==> config.mk <==
export PLATFORM = sky130hd
export DESIGN_NAME = mem_port_master_flat
export DESIGN_NICKNAME = d
export VERILOG_FILES = /design/src/rtl/mem_port_master_if.sv /design/src/rtl/mem_port_master.sv /design/src/flat_wrapper.sv
export SDC_FILE = /design/constraint.sdc
export NUM_CORES = 1
export LEC_CHECK = 0
export BUFFER_PORTS_ARGS = -buffer_cell sky130_fd_sc_hd__clkbuf_2
export CORE_MARGIN = 4
export CORE_UTILIZATION = 46
export CTS_CLUSTER_SIZE = 8
export DETAILED_ROUTE_END_ITERATION = 8
export GPL_TIMING_DRIVEN = 1
export PLACE_DENSITY = 0.9
export SYNTH_ARGS = -nofsm -noshare
export SYNTH_HDL_FRONTEND = slang
export SYNTH_SLANG_ARGS = --single-unit
==> constraint.sdc <==
create_clock -name clk -period 2.2 [get_ports clk]
set_input_delay 0.11 -clock clk [delete_from_list [all_inputs] [get_ports clk]]
set_output_delay 0.11 -clock clk [all_outputs]
set_load 0.01 [all_outputs]
==> src/rtl/mem_port_master_if.sv <==
// Control-unit request/response channel plus memory strobe bus for mem_port_master.
interface mem_port_master_if;
  logic        req_valid;
  logic        req_ready;
  logic        req_we;
  logic [31:0] req_addr;
  logic [31:0] req_wdata;
  logic        resp_valid;
  logic        resp_ready;
  logic [31:0] resp_rdata;
  logic        resp_err;
  logic        mem_rd;
  logic        mem_wr;
  logic [31:0] mem_addr;
  logic [31:0] mem_wdata;
  logic [31:0] mem_rdata;

  modport master (
    input  req_valid, req_we, req_addr, req_wdata, resp_ready, mem_rdata,
    output req_ready, resp_valid, resp_rdata, resp_err,
           mem_rd, mem_wr, mem_addr, mem_wdata
  );

  modport slave (
    output req_valid, req_we, req_addr, req_wdata, resp_ready, mem_rdata,
    input  req_ready, resp_valid, resp_rdata, resp_err,
           mem_rd, mem_wr, mem_addr, mem_wdata
  );
endinterface

==> src/rtl/mem_port_master.sv <==
// Main-memory port initiator: one single-word load/store in flight at a time,
// with optional rejection of misaligned addresses.
module mem_port_master #(
  parameter int unsigned MEM_LAT     = 1,
  parameter bit          ALIGN_CHECK = 1'b1
) (
  input  logic                clk,
  input  logic                rst,
  mem_port_master_if.master   bus,
  output logic [7:0]          err_count
);

  typedef enum logic [2:0] {
    S_IDLE,
    S_RD,
    S_WAIT,
    S_WR,
    S_RESP
  } state_t;

  localparam logic [2:0] LAT_M1 = 3'(MEM_LAT - 1);

  state_t      state_q;
  logic [2:0]  wait_q;
  logic        mem_rd_q;
  logic        mem_wr_q;
  logic [31:0] mem_addr_q;
  logic [31:0] mem_wdata_q;
  logic [31:0] resp_rdata_q;
  logic        resp_err_q;
  logic [7:0]  err_count_q;
  logic        misaligned;

  assign misaligned = ALIGN_CHECK && (bus.req_addr[1:0] != 2'b00);

  always_ff @(posedge clk) begin
    if (rst) begin
      state_q      <= S_IDLE;
      wait_q       <= '0;
      mem_rd_q     <= 1'b0;
      mem_wr_q     <= 1'b0;
      mem_addr_q   <= '0;
      mem_wdata_q  <= '0;
      resp_rdata_q <= '0;
      resp_err_q   <= 1'b0;
      err_count_q  <= '0;
    end else begin
      case (state_q)
        S_IDLE: begin
          if (bus.req_valid) begin
            mem_addr_q  <= bus.req_addr;
            mem_wdata_q <= bus.req_wdata;
            if (misaligned) begin
              resp_err_q   <= 1'b1;
              resp_rdata_q <= '0;
              if (err_count_q != 8'hFF) err_count_q <= err_count_q + 8'd1;
              state_q      <= S_RESP;
            end else if (bus.req_we) begin
              mem_wr_q <= 1'b1;
              state_q  <= S_WR;
            end else begin
              mem_rd_q <= 1'b1;
              state_q  <= S_RD;
            end
          end
        end
        S_WR: begin
          mem_wr_q     <= 1'b0;
          resp_err_q   <= 1'b0;
          resp_rdata_q <= '0;
          state_q      <= S_RESP;
        end
        S_RD: begin
          mem_rd_q <= 1'b0;
          wait_q   <= LAT_M1;
          state_q  <= S_WAIT;
        end
        S_WAIT: begin
          // Counter reaching zero marks the cycle in which mem_rdata is stable.
          if (wait_q == 3'd0) begin
            resp_rdata_q <= bus.mem_rdata;
            resp_err_q   <= 1'b0;
            state_q      <= S_RESP;
          end else begin
            wait_q <= wait_q - 3'd1;
          end
        end
        S_RESP: begin
          if (bus.resp_ready) state_q <= S_IDLE;
        end
        default: state_q <= S_IDLE;
      endcase
    end
  end

  assign bus.req_ready  = (state_q == S_IDLE);
  assign bus.resp_valid = (state_q == S_RESP);
  assign bus.mem_rd     = mem_rd_q;
  assign bus.mem_wr     = mem_wr_q;
  assign bus.mem_addr   = mem_addr_q;
  assign bus.mem_wdata  = mem_wdata_q;
  assign bus.resp_rdata = resp_rdata_q;
  assign bus.resp_err   = resp_err_q;
  assign err_count      = err_count_q;

endmodule

==> src/flat_wrapper.sv <==
// flat-port wrapper written by rule: the top's interface ports become plain ports
module mem_port_master_flat 
#(
  parameter int unsigned MEM_LAT     = 1,
  parameter bit          ALIGN_CHECK = 1'b1
)
  (clk, rst, err_count, bus_req_valid, bus_req_we, bus_req_addr, bus_req_wdata, bus_resp_ready, bus_mem_rdata, bus_req_ready, bus_resp_valid, bus_resp_rdata, bus_resp_err, bus_mem_rd, bus_mem_wr, bus_mem_addr, bus_mem_wdata);
  mem_port_master_if bus_i ();
  input  logic clk;
  input  logic rst;
  output logic [7:0] err_count;
  input wire logic [$bits(bus_i.req_valid)-1:0] bus_req_valid;
  input wire logic [$bits(bus_i.req_we)-1:0] bus_req_we;
  input wire logic [$bits(bus_i.req_addr)-1:0] bus_req_addr;
  input wire logic [$bits(bus_i.req_wdata)-1:0] bus_req_wdata;
  input wire logic [$bits(bus_i.resp_ready)-1:0] bus_resp_ready;
  input wire logic [$bits(bus_i.mem_rdata)-1:0] bus_mem_rdata;
  output wire logic [$bits(bus_i.req_ready)-1:0] bus_req_ready;
  output wire logic [$bits(bus_i.resp_valid)-1:0] bus_resp_valid;
  output wire logic [$bits(bus_i.resp_rdata)-1:0] bus_resp_rdata;
  output wire logic [$bits(bus_i.resp_err)-1:0] bus_resp_err;
  output wire logic [$bits(bus_i.mem_rd)-1:0] bus_mem_rd;
  output wire logic [$bits(bus_i.mem_wr)-1:0] bus_mem_wr;
  output wire logic [$bits(bus_i.mem_addr)-1:0] bus_mem_addr;
  output wire logic [$bits(bus_i.mem_wdata)-1:0] bus_mem_wdata;
  assign bus_i.req_valid = bus_req_valid;
  assign bus_i.req_we = bus_req_we;
  assign bus_i.req_addr = bus_req_addr;
  assign bus_i.req_wdata = bus_req_wdata;
  assign bus_i.resp_ready = bus_resp_ready;
  assign bus_i.mem_rdata = bus_mem_rdata;
  assign bus_req_ready = bus_i.req_ready;
  assign bus_resp_valid = bus_i.resp_valid;
  assign bus_resp_rdata = bus_i.resp_rdata;
  assign bus_resp_err = bus_i.resp_err;
  assign bus_mem_rd = bus_i.mem_rd;
  assign bus_mem_wr = bus_i.mem_wr;
  assign bus_mem_addr = bus_i.mem_addr;
  assign bus_mem_wdata = bus_i.mem_wdata;
  mem_port_master #(.MEM_LAT(MEM_LAT), .ALIGN_CHECK(ALIGN_CHECK)) u_core (.clk(clk), .rst(rst), .bus(bus_i), .err_count(err_count));
endmodule
==> impl_metrics.py <==
metrics = {
    "floorplan": {
        "fp.dieW_um": 106,
        "core_area_um2": 9280,
        "floorplan.rows": 35,
        "die_height_um": 106,
        "dieArea_um2": 11200,
        "floorplan.initialDensity_pct": 47.6,
        "pin_count": 210,
    },
    "power": {
        "clock_group_share_of_total_power_pct": 46.9,
        "p_switching_uw": 1420,
        "pwr-share-seq_pct": 38.5,
        "power_report.internal_total_uw": 4350,
        "vdd_ir_drop_max_uv": 517,
        "leakage_uw": 0.00323,
        "comb_pwr_share_pct": 14.6,
        "switching_share_pct": 24.6,
        "cellPowerDensity_nw_per_um2": 807,
    },
    "cts": {
        "clock_sinks": 113,
        "number_of_buffers_created_by_cts": 17,
        "clock_tree.buffer_depth": 2,
        "ctsHtreeMaxLevel": 4,
        "worst_skew_pair.late_latency_ns": 0.49,
        "worst_setup_hold_path_clk_slew_ns": 0.06,
        "postCtsSetupBuffers": 0,
        "cts_tree": "done",
        "cts_repair_resize_count": 0,
        "clock_tree.root_cell": "sky130_fd_sc_hd__clkbuf_8",
    },
    "job": {
        "count_of_max_cap_constraint_violations": 0,
    },
    "timing": {
        "unrepaired_setup_endpoints_after_global_routing": "false",
        "max_slew.worst_pin.slew_ns": 0.761,
        "timing.slew.headroom_pct": 49.2,
        "finalCritPeriodShare_pct": 84.9,
        "timing.setup.tns_ns": 0,
        "maxClockFrequency_mhz": 536,
        "finalHoldViolations": 0,
        "slew_violations": 0,
        "whs_ns": 0.200,
        "setup_violations": 0,
        "finalCriticalPeriod_ns": 1.87,
        "clock-skew-final_ns": 0.0107,
    },
    "global_route": {
        "groute.usage.overall_pct": 28.2,
        "grt_remaining_overflow": 0,
        "grt_antenna_before_repair": 1,
        "grt_max_degree": 83,
        "wire_length_of_the_first_global_routing_pass_um": 25400,
        "grt_pass1_vias": 5312,
    },
    "setup_path": {
        "worst_ep_arrival_time_ns": 2.27,
        "slowest_delay_ns": 0.39,
        "worstSetupStartpointType": "flip-flop",
        "worst_flop_to_flop_path_startpoint": "u_core.wait_q[1]",
        "setup.worst_path.start": "u_core.wait_q[1]",
        "slowest_stage": "sky130_fd_sc_hd__o21ai_0",
        "worst-setup-path-type": "reg2reg",
        "path_max_fanout": 32,
        "cp.required_ns": 2.61,
        "worst_path_most_repeated_cell": "sky130_fd_sc_hd__ha_1",
        "end_kind": "flip-flop",
        "crit_chain": "inv_1 -> ha_1 -> ha_1 -> o21ai_0 -> a21oi_4 -> buf_12 -> mux2i_1",
    },
    "cells_and_area": {
        "stdcell_area_um2": 7150,
        "layout.cells.non_filler": 961,
        "design.final.nets": 924,
        "syn2layout_area_growth_pct": 61.7,
        "share_of_final_layout_standard_cells_stronger_than_drive_strength_1_pct": 31.0,
    },
    "placement": {
        "dp.final_hpwl_um": 8930,
        "dp.cells": 832,
        "portBuffers": 209,
        "globalplace.congestion": 0.803,
        "post_dp_cell_area_um2": 5570,
    },
    "logic_synthesis": {
        "synth_area_per_cell_um2": 8.50,
        "synth-warning-count": 0,
        "synth.ff_latch_count": 113,
        "postSynthCellCount": 520,
        "ys_seq_area_share_pct": 51.2,
        "syn_area_um2": 4420,
        "synth_cell_types": 35,
        "synthesis.nets": 624,
    },
    "status": {
        "run_status": "finished, final reports clean",
    },
    "detailed_routing": {
        "wire_per_inst_um": 16.3,
        "route.antenna.remaining_nets": 0,
        "vias": 4978,
        "wirelength_um": 15700,
        "via_per_inst": 5.18,
        "drt-pass1-iter-count": 6,
        "drt-initial-drc-count": 398,
        "drc": 0,
    },
    "worst_hold_path": {
        "worst_hold_startpoint": "bus_req_valid",
        "worst_hold_path_type": "in2reg",
    },
}
-- through the flow --
| stage | power [uW] | util, % | setup WS (ns) |
|---|---|---|---|
| final | 5770 | 77.0 | 0.333 |
| after global routing | 5990 | 77.0 | 0.225 |
| after CTS | 5760 | 76.9 | 0.334 |
| after detailed placement | 2930 | 60.0 | 0.349 |
| after global placement | 2900 | 60.0 | 0.480 |
| after floorplan | 2640 | - | 0.570 |
-- cell usage in the layout, fill, tap and decap left out, drive strengths merged --
master	n
nor3	9
and4	2
inv	7
or4b	1
ha	3
dfxtp	113
bufinv	3
nor4b	1
o21bai	2
o21ai	2
dlygate4sd3	98
a22oi	2
nor2	11
mux2i	34
a31oi	5
xor2	1
a211o	1
o22ai	1
nand2	165
a211oi	2
a32o	1
o32ai	2
nand3	4
and2	1
clkinvlp	4
clkbuf	228
buf	11
nand2b	34
a221oi	1
and4b	2
clkinv	3
or2	1
diode	1
a21oi	71
and3	5
-- critical path, delay by kind of cell (launching register included) --
family / cells / cell delay [ns]
adders and majority gates: 2 / 0.44
muxes: 1 / 0.21
buffers and inverters: 2 / 0.28
DFF: 1 / 0.35
AOI/OAI and AO/OA: 2 / 0.50
-- kinds of logic after synthesis --
family / after synthesis / share of synthesized area (%)
simple gates: 236 / 24.3
flops: 113 / 51.2
compound gates: 90 / 11.4
buf+inv: 43 / 4.39
mux: 34 / 7.70
fa+ha+maj: 3 / 0.849
xor+xnor: 1 / 0.198
-- power by group through the flow --
stage / registers (uW) / logic, uW / clock network, uW
3_5_place_dp: 2250 / 676 / 0
6_report: 2220 / 843 / 2710
4_1_cts: 2210 / 816 / 2730
3_3_place_gp: 2250 / 654 / 0
2_1_floorplan: 2300 / 346 / 0
5_1_grt: 2230 / 910 / 2850
-- cell usage after synthesis, drive strengths merged --
library cell	number	area (um2)
nand2	165	619
dfxtp	113	2260
a21oi	71	359
mux2i	34	340
nand2b	34	213
clkbuf	20	75.1
buf	16	92.6
nor2	11	41.3
nor3	9	71.3
inv	7	26.3
a31oi	5	31.3
and3	5	31.3
nand3	4	20.0
ha	3	37.5
a211oi	2	20.0
a22oi	2	15.0
and4	2	17.5
and4b	2	20.0
o21ai	2	10.0
o21bai	2	15.0
o32ai	2	17.5
a211o	1	8.76
a221oi	1	8.76
a32o	1	10.0
and2	1	6.26
nor4b	1	15.0
o22ai	1	6.26
or2	1	6.26
or4b	1	13.8
xor2	1	8.76
-- sequential cells by signal, indices dropped and copies added (netlist names) --
| register | cells |
|---|---|
| u_core.bus.mem_addr | 32 |
| u_core.bus.mem_rd | 1 |
| u_core.bus.mem_wdata | 32 |
| u_core.bus.mem_wr | 1 |
| u_core.bus.resp_err | 1 |
| u_core.bus.resp_rdata | 32 |
| u_core.err_count | 8 |
| u_core.state_q | 3 |
| u_core.wait_q | 3 |
-- final cells by class --
cell class	count	area (um2)
flip-flops and latches	113	2260
fillers	546	2140
repair buffers	317	2120
multi-input cells	364	1990
clock buffers	20	455
well taps	129	161
clock inverters	10	135
inverters	7	26.3
diodes	1	2.50
-- timing repair --
item | CTS | global route
hold endpoints to repair | 99 | 0
endpoints found under the setup margin | 0 | 0
hold buffers | 98 | 0
-- per-layer routing --
| metal | vias to the layer above | global-route usage [%] | part of all wire [%] |
|---|---|---|---|
| li1 | 2320 | - | - |
| met1 | 2316 | 27.8 | 35 |
| met2 | 274 | 52.4 | 53 |
| met3 | 68 | 7.95 | 7.3 |
| met4 | 0 | 16.7 | 4.5 |
| met5 | - | 0 | 0 |
-- worst paths after layout --
path                                to  slack [ns]  depth (start not counted)
min reg2reg    u_core.bus.mem_addr[24]        0.45                          2
min                  u_core.state_q[2]        0.20                          4
max reg2reg  u_core.bus.resp_rdata[30]        0.33                          7
max          u_core.bus.resp_rdata[30]        0.33                          7
Power figures use the tool's default switching activity.
